==> config.mk <==
export PLATFORM = sky130hd
export DESIGN_NAME = fig_14_cache_fill_ctrl_flat
export DESIGN_NICKNAME = d
export VERILOG_FILES = /design/src/rtl/fig_14_cache_fill_ctrl_pkg.sv /design/src/rtl/fig_14_cache_fill_ctrl_if.sv /design/src/rtl/fig_14_fill_counter.sv /design/src/rtl/fig_14_cache_fill_ctrl.sv /design/src/flat_wrapper.sv
export SDC_FILE = /design/constraint.sdc
export NUM_CORES = 1
export LEC_CHECK = 0
export ABC_AREA = 0
export CAP_MARGIN = 20
export CORE_MARGIN = 5
export CORE_UTILIZATION = 45
export CTS_BUF_LIST = sky130_fd_sc_hd__clkbuf_16
export DETAILED_ROUTE_END_ITERATION = 10
export PLACE_DENSITY = 0.79
export RECOVER_POWER = 50
export SETUP_SLACK_MARGIN = 0.3
export SYNTH_ARGS = -nofsm -noshare
export SYNTH_HDL_FRONTEND = slang
export SYNTH_SLANG_ARGS = --single-unit
==> constraint.sdc <==
create_clock -name clk -period 8.7 [get_ports clk]
set_input_delay 0.87 -clock clk [delete_from_list [all_inputs] [get_ports clk]]
set_output_delay 0.87 -clock clk [all_outputs]
set_load 0.005 [all_outputs]
==> src/rtl/fig_14_cache_fill_ctrl_pkg.sv <==
// rtl/fig_14_cache_fill_ctrl_pkg.sv - shared geometry constants and FSM encoding for the cache fill controller
//
// Geometry: LINES lines of LINE_BYTES bytes each, giving a window of
// LINES*LINE_BYTES bytes above the cache base register. The derived widths
// are the line index (5), the byte offset (4) and the cache RAM address (9).
package fig_14_cache_fill_ctrl_pkg;

    localparam int LINES      = 32;
    localparam int LINE_BYTES = 16;
    localparam int ADDR_W     = 16;

    localparam int OFF_W      = $clog2(LINE_BYTES);
    localparam int LINE_W     = $clog2(LINES);
    localparam int CADDR_W    = LINE_W + OFF_W;

    typedef enum logic [2:0] {
        ST_IDLE   = 3'd0,
        ST_LOOKUP = 3'd1,
        ST_FILL   = 3'd2,
        ST_SETV   = 3'd3,
        ST_DIRECT = 3'd4
    } state_t;

    function automatic logic [LINES-1:0] line_onehot(input logic [LINE_W-1:0] line);
        return {{(LINES-1){1'b0}}, 1'b1} << line;
    endfunction

endpackage

==> src/rtl/fig_14_cache_fill_ctrl_if.sv <==
// rtl/fig_14_cache_fill_ctrl_if.sv - fetch and memory-bus handshakes of the cache fill controller
//
// Fetch side : fetch_req/fetch_addr in, fetch_ack/fetch_data out (to the controller).
// Memory side: mem_req/mem_addr out, mem_ack/mem_data in (to the controller).
// master = the controller, slave = the fetch unit plus memory system.
interface fig_14_cache_fill_ctrl_if;
    import fig_14_cache_fill_ctrl_pkg::*;

    logic              fetch_req;
    logic [ADDR_W-1:0] fetch_addr;
    logic              fetch_ack;
    logic [7:0]        fetch_data;

    logic              mem_req;
    logic [ADDR_W-1:0] mem_addr;
    logic              mem_ack;
    logic [7:0]        mem_data;

    modport master (
        input  fetch_req, fetch_addr, mem_ack, mem_data,
        output fetch_ack, fetch_data, mem_req, mem_addr
    );

    modport slave (
        output fetch_req, fetch_addr, mem_ack, mem_data,
        input  fetch_ack, fetch_data, mem_req, mem_addr
    );

endinterface

==> src/rtl/fig_14_fill_counter.sv <==
// rtl/fig_14_fill_counter.sv - line offset counter for a cache fill, with start load and modulo wrap
//
// Ports: clk, rst (async, active-high); load/start begin a fill at offset
// start; adv steps to the next byte; cnt is the current byte offset (wraps
// modulo 2**W); done is high while the last byte of the line is current.
module fig_14_fill_counter #(
    parameter int W = 4
) (
    input  logic         clk,
    input  logic         rst,
    input  logic         load,
    input  logic [W-1:0] start,
    input  logic         adv,
    output logic [W-1:0] cnt,
    output logic         done
);

    // beats counts transferred bytes independently of the (possibly rotated)
    // offset, so the end of the line is found wherever the fill started.
    logic [W-1:0] beats;

    always_ff @(posedge clk or posedge rst) begin
        if (rst) begin
            cnt   <= '0;
            beats <= '0;
        end else if (load) begin
            cnt   <= start;
            beats <= '0;
        end else if (adv) begin
            cnt   <= cnt + 1'b1;
            beats <= beats + 1'b1;
        end
    end

    assign done = &beats;

endmodule

==> src/rtl/fig_14_cache_fill_ctrl.sv <==
// rtl/fig_14_cache_fill_ctrl.sv - instruction-cache lookup/fill controller feeding the valid-bit block
//
// Ports:
//   clk, rst            clock, asynchronous active-high reset
//   bus (master)        fetch_req/addr -> fetch_ack/data; mem_req/addr -> mem_ack/data
//   flush               one-cycle flush pulse; registered onto clr
//   cbr                 cache base register (low offset bits ignored)
//   valid_bits          line-valid bits from the valid-bit block
//   set, selector       one-cycle pulse + one-hot line to mark a filled line valid
//   clr                 clears all valid bits (flush delayed one cycle)
//   cache_raddr/rdata   cache RAM read port (1-cycle synchronous read)
//   cache_we/waddr/wdata cache RAM write port, waddr = {line, offset}
// Build option: CACHE_CRITICAL_FIRST_EN starts each fill at the requested
// byte and wraps around the line, so the fetch is answered on the first beat.
module fig_14_cache_fill_ctrl
    import fig_14_cache_fill_ctrl_pkg::*;
(
    input  logic                  clk,
    input  logic                  rst,
    fig_14_cache_fill_ctrl_if.master bus,
    input  logic                  flush,
    input  logic [ADDR_W-1:0]     cbr,
    input  logic [LINES-1:0]      valid_bits,
    output logic                  set,
    output logic [LINES-1:0]      selector,
    output logic                  clr,
    output logic [CADDR_W-1:0]    cache_raddr,
    input  logic [7:0]            cache_rdata,
    output logic                  cache_we,
    output logic [CADDR_W-1:0]    cache_waddr,
    output logic [7:0]            cache_wdata
);

    state_t                 state;
    logic [LINE_W-1:0]      line_q;
    logic [OFF_W-1:0]       byte_q;
    logic [ADDR_W-OFF_W-1:0] base_hi_q;
    logic [7:0]             fetch_data_q;
    logic                   hit_rd_q;

    logic [ADDR_W-1:0]      cbr_base;
    logic [ADDR_W-1:0]      off;
    logic                   in_win;
    logic [LINE_W-1:0]      req_line;
    logic [OFF_W-1:0]       req_byte;
    logic [OFF_W-1:0]       start_off;
    logic                   hit;

    logic                   cnt_load;
    logic                   cnt_adv;
    logic [OFF_W-1:0]       fill_cnt;
    logic                   fill_done;

    assign cbr_base = cbr & ~ADDR_W'(LINE_BYTES - 1);
    assign off      = bus.fetch_addr - cbr_base;
    // The window is a power of two, so "off < window" is just "upper bits zero";
    // addresses below cbr wrap to large offsets and fall outside.
    assign in_win   = (off[ADDR_W-1:CADDR_W] == '0);
    assign req_line = off[CADDR_W-1:OFF_W];
    assign req_byte = off[OFF_W-1:0];
    assign hit      = valid_bits[req_line];

`ifdef CACHE_CRITICAL_FIRST_EN
    assign start_off = req_byte;
`else
    assign start_off = '0;
`endif

    assign cnt_load = (state == ST_IDLE) && bus.fetch_req && in_win && !hit && !flush;
    assign cnt_adv  = (state == ST_FILL) && bus.mem_req && bus.mem_ack && !flush;

    fig_14_fill_counter #(.W(OFF_W)) u_fill_counter (
        .clk   (clk),
        .rst   (rst),
        .load  (cnt_load),
        .start (start_off),
        .adv   (cnt_adv),
        .cnt   (fill_cnt),
        .done  (fill_done)
    );

    // A hit returns the RAM output directly: the read is launched on entry to
    // LOOKUP and the data lands in the same cycle fetch_ack is raised.
    assign bus.fetch_data = hit_rd_q ? cache_rdata : fetch_data_q;

    always_ff @(posedge clk or posedge rst) begin
        if (rst) begin
            state         <= ST_IDLE;
            line_q        <= '0;
            byte_q        <= '0;
            base_hi_q     <= '0;
            fetch_data_q  <= '0;
            hit_rd_q      <= 1'b0;
            bus.fetch_ack <= 1'b0;
            bus.mem_req   <= 1'b0;
            bus.mem_addr  <= '0;
            set           <= 1'b0;
            selector      <= '0;
            clr           <= 1'b0;
            cache_raddr   <= '0;
            cache_we      <= 1'b0;
            cache_waddr   <= '0;
            cache_wdata   <= '0;
        end else begin
            bus.fetch_ack <= 1'b0;
            set           <= 1'b0;
            selector      <= '0;
            cache_we      <= 1'b0;
            clr           <= flush;

            if (flush) begin
                // Abandon whatever is in flight; a late mem_ack then arrives
                // in IDLE where it is ignored, and the line is never marked.
                state       <= ST_IDLE;
                bus.mem_req <= 1'b0;
            end else begin
                case (state)
                    ST_IDLE: begin
                        if (bus.fetch_req) begin
                            line_q    <= req_line;
                            byte_q    <= req_byte;
                            base_hi_q <= bus.fetch_addr[ADDR_W-1:OFF_W];
                            if (!in_win) begin
                                bus.mem_req  <= 1'b1;
                                bus.mem_addr <= bus.fetch_addr;
                                state        <= ST_DIRECT;
                            end else if (hit) begin
                                cache_raddr <= off[CADDR_W-1:0];
                                state       <= ST_LOOKUP;
                            end else begin
                                bus.mem_req  <= 1'b1;
                                bus.mem_addr <= {bus.fetch_addr[ADDR_W-1:OFF_W], start_off};
                                state        <= ST_FILL;
                            end
                        end
                    end

                    ST_LOOKUP: begin
                        bus.fetch_ack <= 1'b1;
                        hit_rd_q      <= 1'b1;
                        state         <= ST_IDLE;
                    end

                    ST_FILL: begin
                        if (bus.mem_req && bus.mem_ack) begin
                            bus.mem_req <= 1'b0;
                            cache_we    <= 1'b1;
                            cache_waddr <= {line_q, fill_cnt};
                            cache_wdata <= bus.mem_data;
                            if (fill_cnt == byte_q) begin
                                bus.fetch_ack <= 1'b1;
                                fetch_data_q  <= bus.mem_data;
                                hit_rd_q      <= 1'b0;
                            end
                            if (fill_done) begin
                                state <= ST_SETV;
                            end
                        end else if (!bus.mem_req) begin
                            // One idle cycle after each ack, then the next byte;
                            // fill_cnt has already stepped past the acked byte.
                            bus.mem_req  <= 1'b1;
                            bus.mem_addr <= {base_hi_q, fill_cnt};
                        end
                    end

                    ST_SETV: begin
                        // Entered one cycle after the last write, so set never
                        // overlaps cache_we.
                        set      <= 1'b1;
                        selector <= line_onehot(line_q);
                        state    <= ST_IDLE;
                    end

                    ST_DIRECT: begin
                        if (bus.mem_req && bus.mem_ack) begin
                            bus.mem_req   <= 1'b0;
                            bus.fetch_ack <= 1'b1;
                            fetch_data_q  <= bus.mem_data;
                            hit_rd_q      <= 1'b0;
                            state         <= ST_IDLE;
                        end
                    end

                    default: state <= ST_IDLE;
                endcase
            end
        end
    end

endmodule

==> src/flat_wrapper.sv <==
// flat-port wrapper written by rule: the top's interface ports become plain ports
module fig_14_cache_fill_ctrl_flat import fig_14_cache_fill_ctrl_pkg::*;
  (clk, rst, flush, cbr, valid_bits, set, selector, clr, cache_raddr, cache_rdata, cache_we, cache_waddr, cache_wdata, bus_fetch_req, bus_fetch_addr, bus_mem_ack, bus_mem_data, bus_fetch_ack, bus_fetch_data, bus_mem_req, bus_mem_addr);
  fig_14_cache_fill_ctrl_if bus_i ();
  input  logic clk;
  input  logic rst;
  input  logic flush;
  input  logic [ADDR_W-1:0] cbr;
  input  logic [LINES-1:0] valid_bits;
  output logic set;
  output logic [LINES-1:0] selector;
  output logic clr;
  output logic [CADDR_W-1:0] cache_raddr;
  input  logic [7:0] cache_rdata;
  output logic cache_we;
  output logic [CADDR_W-1:0] cache_waddr;
  output logic [7:0] cache_wdata;
  input wire logic [$bits(bus_i.fetch_req)-1:0] bus_fetch_req;
  input wire logic [$bits(bus_i.fetch_addr)-1:0] bus_fetch_addr;
  input wire logic [$bits(bus_i.mem_ack)-1:0] bus_mem_ack;
  input wire logic [$bits(bus_i.mem_data)-1:0] bus_mem_data;
  output wire logic [$bits(bus_i.fetch_ack)-1:0] bus_fetch_ack;
  output wire logic [$bits(bus_i.fetch_data)-1:0] bus_fetch_data;
  output wire logic [$bits(bus_i.mem_req)-1:0] bus_mem_req;
  output wire logic [$bits(bus_i.mem_addr)-1:0] bus_mem_addr;
  assign bus_i.fetch_req = bus_fetch_req;
  assign bus_i.fetch_addr = bus_fetch_addr;
  assign bus_i.mem_ack = bus_mem_ack;
  assign bus_i.mem_data = bus_mem_data;
  assign bus_fetch_ack = bus_i.fetch_ack;
  assign bus_fetch_data = bus_i.fetch_data;
  assign bus_mem_req = bus_i.mem_req;
  assign bus_mem_addr = bus_i.mem_addr;
  fig_14_cache_fill_ctrl u_core (.clk(clk), .rst(rst), .bus(bus_i), .flush(flush), .cbr(cbr), .valid_bits(valid_bits), .set(set), .selector(selector), .clr(clr), .cache_raddr(cache_raddr), .cache_rdata(cache_rdata), .cache_we(cache_we), .cache_waddr(cache_waddr), .cache_wdata(cache_wdata));
endmodule
After elaboration in Yosys (flattened, before gate mapping)
Cells that the tools add are included.
{"block": "totals", "ff_bits": 120, "word_cells": 113, "inputBits": 85, "out_inout_bits": 87}
{"block": "op_classes", "shifts": 1, "n_bitwise": 1, "n_addsub": 3, "muxes": 46, "n_eq_ne": 17, "magnitude_cmp": 1, "reduce_logical": 26}
{"operator": "$mux 16", "n": 5}
{"operator": "$mux 32", "n": 2}
{"operator": "$mux 8", "n": 4}
{"operator": "$pmux 16 s2", "n": 1}
{"operator": "$shl 1x5->32 const A", "n": 1}
{"operator": "$mux 3", "n": 6}
{"operator": "$mux 1", "n": 17}
{"operator": "$mux 4", "n": 4}
{"operator": "$pmux 8 s2", "n": 1}
{"operator": "$sub 16x16->16", "n": 1}
{"operator": "$reduce_and 5->1", "n": 3}
{"operator": "$reduce_and 4->1", "n": 3}
{"operator": "$ne 2x2->1 const B", "n": 5}
{"operator": "$ne 3x3->1 const B", "n": 3}
{"operator": "$pmux 1 s3", "n": 3}
{"operator": "$pmux 3 s3", "n": 1}
{"operator": "$add 4x1->4 const B", "n": 2}
{"operator": "$logic_and 1x1->1", "n": 8}
{"operator": "$logic_not 7->1", "n": 1}
{"operator": "$eq 3x2->1 const B", "n": 2}
{"operator": "$lt 5x6->1 const B", "n": 1}
{"operator": "$ne 3x2->1 const B", "n": 2}
{"operator": "$reduce_and 3->1", "n": 2}
{"operator": "$reduce_and 6->1", "n": 1}
{"operator": "other kinds (13)", "n": 16}

Logic depth before layout (Yosys ltp)
{"block": "logic_depth", "word_depth": 8, "ltp_mapped": 13}

By module
A second synthesis with hierarchy kept.
{"block": "unflattened", "cells_unflattened": 519, "area_unflattened_um2": 5895.7}
{"mod": "fig_14_cache_fill_ctrl", "cells_per_inst": 482, "area_per_inst_um2": 5494.0, "instances": 1}
{"mod": "fig_14_fill_counter", "cells_per_inst": 37, "area_per_inst_um2": 401.6, "instances": 1}

Least setup slack after synthesis
No wires, ideal clock.
{"block": "synth_timing", "kind": "input -> register", "startpoint": "input port bus_fetch_addr[4]", "endpoint": "register u_core.bus.mem_addr[0]", "arrival_time_ps": 3648, "setup_ps": 125, "path_stages": 13, "slack_ps": 4927, "path_buffers": 3, "cell_sequence": "inv_1 > ha_1 > fa_1 > buf_1 > mux4_2 > mux2i_1 > mux2i_1 > mux2_2 > o22a_1 > o21a_1 > buf_4 > buf_6 > mux2_4"}
{"block": "synth_between", "elab_chain_len": 5}
{"item": "start: declaration", "line_no": "flat_wrapper.sv:19", "source": "input wire logic [$bits(bus_i.fetch_addr)-1:0] bus_fetch_addr;"}
{"item": "$sub 16x16->16 *", "line_no": "fig_14_cache_fill_ctrl.sv:55", "source": "assign off = bus.fetch_addr - cbr_base;"}
{"item": "$bmux 1 s5 or $logic_not 7->1 (tied branches)", "line_no": "fig_14_cache_fill_ctrl.sv:61, fig_14_cache_fill_ctrl.sv:58"}
{"item": "$mux 1 (implied by the code) or $mux 16 (tied branches)", "line_no": "fig_14_cache_fill_ctrl.sv:61, fig_14_cache_fill_ctrl.sv:123"}
{"item": "$ne 3x3->1 (no line) or $mux 16 (tied branches)"}
{"item": "$reduce_and 6->1 (no line) or $pmux 16 s2 (tied branches)"}
{"item": "end signal: assignment", "line_no": "fig_14_cache_fill_ctrl.sv:125", "source": "bus.mem_addr <= bus.fetch_addr;"}
{"item": "end signal: assignment", "line_no": "fig_14_cache_fill_ctrl.sv:132", "source": "bus.mem_addr <= {bus.fetch_addr[ADDR_W-1:OFF_W], start_off};"}
{"item": "end signal: assignment", "line_no": "fig_14_cache_fill_ctrl.sv:162", "source": "bus.mem_addr <= {base_hi_q, fill_cnt};"}
{"item": "end: declaration", "line_no": "fig_14_cache_fill_ctrl_if.sv:21", "source": "output fetch_ack, fetch_data, mem_req, mem_addr"}
Every way passes the cells marked *; elsewhere a longest branch is shown, timed or not. The select of a mux whose other input is x is not followed.
A chain may end at the register's enable or synchronous reset.

Worst setup path after layout
{"block": "layout_timing", "startpoint": "input port bus_fetch_addr[4]", "endpoint": "register u_core.bus.mem_addr[15]"}
Same word-level chain as after synthesis.

==> summary.txt <==
Power and ir drop
  – Reg power frac: 39.2%
  – Clock power share: 40.3%
  – Design Power: 1750 µW
  – Logic pwr share: 20.5%
  – PwrDens: 214 mW/mm²
  – Worst vdd ir: 130 µV
  – Int Pwr: 1300 µW
  – Net Sw Power: 452 µW
  – Switch share: 25.8%
  – Leakage: 0.00388 µW

Final layout
  – NumNets Final: 764
  – Synth-to-layout area growth: 41.6%
  – ANT cells: 0
  – Commonest non-fill, non-tap cell in the layout: dfrtp_1
  – FILL cells: 963
  – Finished Cell Area: 0.00817 mm²
  – Non-Filler Instances: 850
  – Most frequent cells in the layout: dfrtp_1, clkdlybuf4s50_1, dlygate4sd3_1
  – Share of cells above drive strength 1: 18.1%

Critical path
  – Worst Reg-to-Reg Cells: 6
  – Critical Path RT: 8.99 ns
  – Max FO, Critical Path: 16
  – RR Endpoint: u_core.bus.mem_addr[15]
  – Critical Path AT: 5.14 ns
  – Startpoint types: input pin
  – FF-to-FF setup slack: 5.22 ns
  – CP Launch Point: bus_fetch_addr[4]
  – Setup CP Type: input pin to register
  – CP Capture Type: register
  – Reg2reg start: u_core.state[0]

Logic synthesis
  – Seq/Total Area, Yosys: 52.1%
  – Yosys reg bits: 120
  – Netlist cell types: 48
  – Number of synthesized flops with an enable pin: 0
  – Post-synth ARST share: 100%
  – Post-Syn Nets: 597
  – Cell area after synthesis: 0.00577 mm²
  – Syn Inst Count: 498
  – Top FF cell, synth: dfrtp_1
  – Post-Syn Area per Cell: 11.6 µm²
  – Synth warn: 0

Routing
  – Routed len/inst: 17.0 µm
  – DR DRC count: 0
  – Overall routed net length: 14.5 mm
  – Starting DRT DRC Count: 243
  – Via/cell ratio: 5.13
  – DRT antenna net count: 0
  – Initial DRT Pass Iterations: 5
  – DR vias: 4362

Timing
  – Final setup viols: 0
  – RSZ-0062 raised after global routing: false
  – Hold Fails Final Rpt: 0
  – Period utilization: 55.7%
  – Worst Max-Slew Pin Slew: 2.60 ns
  – Clock skew: 0.0119 ns
  – Worst setup margin: 3.86 ns
  – Highest clock rate: 206 MHz
  – Final min period: 4.84 ns
  – Worst slew margin: -74.1%
  – Final Max Slew Viols: 93
  – Total Neg Setup Slack: 0 ns

Global route
  – Grt total ovfl: 0
  – First-pass GRT wire length: 23.6 mm
  – Largest net degree at the start of global routing: 62
  – Tot GR Track Use: 20.1%
  – Antenna violations before repair: 0
  – Vias in the first global route: 4629

Placement
  – DP Area: 0.00758 mm²
  – Post-Place Setup Slack: 3.45 ns
  – Placed Cells: 818
  – Detailed Place HPWL: 10.7 mm
  – GPL Wtd Cong: 0.873
  – PortBufs: 167

Clock network
  – CTS tree: yes
  – Cts bufs inserted: 17
  – Root Buffer Master: clkbuf_16
  – CTS resizes: 0
  – Post-cts hold buffer count: 0
  – # clock sinks: 120
  – Htree depth: 4
  – Clock Latency Late Sink: 0.42 ns
  – Clock Path Buffers: 2
  – Clock Pin Slew Worst Setup and Hold Paths: 0.06 ns
  – Setup bufs post-CTS: 0

Die
  – Chip height: 123 µm
  – Total core area: 0.0126 mm²
  – Initial core utilization: 45.9%
  – Die Width: 123 µm
  – FP Rows: 41
  – Die area: 0.0152 mm²
  – I/O Pins: 172

Min path
  – Hold Path Class: register to register
  – Hold endpoint: u_core.base_hi_q[1]
  – HP Start: u_core.base_hi_q[1]
  – Worst Hold Depth: 2

Status
  – Failing checks: capacitance limit, slew limit
  – Status: complete, but fails checks

Flow run
  – Total of max-cap violations: 2
==> worst max-delay path, stage by stage <==
cell and delay (ns):
clkdlybuf4s50_1 0.47, inv_1 0.07, ha_1 0.26, fa_1 0.42, nand2b_1 0.18, a211oi_1 0.34
o221ai_1 0.19, o31ai_1 0.09, o2111ai_1 0.17, a311oi_2 0.77, o21a_1 0.87, mux2_2 0.41
==> state kept, by name, indices dropped and copies added, names as in the netlist, 3 cells and up <==
register                     count
u_core.line_q                    5
u_core.u_fill_counter.cnt        4
u_core.cache_raddr               9
u_core.byte_q                    4
u_core.u_fill_counter.beats      4
u_core.fetch_data_q              8
u_core.cache_waddr               9
u_core.selector                 32
u_core.cache_wdata               8
u_core.state                     3
u_core.bus.mem_addr             16
u_core.base_hi_q                12
==> cell families after synthesis <==
logic type	Yosys count	share of synthesized area [%]
xor+xnor	15	2.28
flops	120	52.1
compound gates	51	5.71
buf+inv	42	3.25
mux	94	20.8
simple gates	162	12.8
fa+ha+maj	14	3.17
==> per-layer routing <==
metal	up-vias	track usage, %	part of all wire, %
met4	0	8.24	2.2
met1	2117	24.6	42
met5	-	0	0
met2	166	34.0	49
met3	24	4.99	6.3
li1	2055	-	-
==> Yosys cell counts (all sizes together) (2+ instances only) <==
| library cell | count | area share (%) |
|---|---|---|
| o21a | 3 | 0.39 |
| buf | 7 | 0.98 |
| nor2 | 51 | 3.3 |
| nand3 | 9 | 0.78 |
| or3 | 4 | 0.43 |
| nand2b | 7 | 0.76 |
| nor3 | 13 | 1.2 |
| o2111ai | 2 | 0.30 |
| dfrtp | 120 | 52 |
| mux2 | 74 | 16 |
| nand4 | 2 | 0.22 |
| o21ai | 19 | 1.6 |
| a31oi | 2 | 0.22 |
| mux4 | 8 | 3.1 |
| nand2 | 65 | 4.2 |
| xor2 | 9 | 1.4 |
| xnor2 | 6 | 0.91 |
| nor3b | 2 | 0.35 |
| inv | 19 | 1.2 |
| clkbuf | 16 | 1.0 |
| ha | 13 | 2.8 |
| a21oi | 12 | 1.0 |
| nand3b | 5 | 0.87 |
| mux2i | 12 | 2.1 |
==> cell type report <==
type	instances	area, µm²	share of cell area (%)
sequential	120	3000	36.8
clock inverter	15	179	2.19
timing repair buffer	171	1690	20.7
clock buffer	17	425	5.21
tap	172	215	2.63
multi-input combinational	336	2580	31.6
inverter	19	72.6	0.888
==> worst max-delay path by stage <==
stage	endpoint	slack, ns
detailed placement	u_core.bus.mem_addr[15]	3.45
floorplan	u_core.base_hi_q[0]	4.64
global route	u_core.bus.mem_addr[3]	3.57
finish	u_core.bus.mem_addr[15]	3.86
global placement	u_core.bus.mem_addr[3]	3.45
CTS	u_core.bus.mem_addr[15]	3.84
==> power by group through the flow <==
| stage | registers, µW | logic (µW) | clock network [µW] |
|---|---|---|---|
| floorplan | 668 | 221 | 0 |
| detailed placement | 695 | 370 | 0 |
| CTS | 687 | 372 | 720 |
| global placement | 691 | 362 | 0 |
| global route | 695 | 393 | 746 |
| finish | 686 | 359 | 705 |
==> metrics by stage <==
stage	hold slack, ns	util, %
after floorplan	0.450	-
after global placement	0.465	60.3
after detailed placement	0.484	60.3
after CTS	0.498	65.1
after global routing	0.508	65.0
final	0.490	65.0
(Power assumes the default switching activity.)
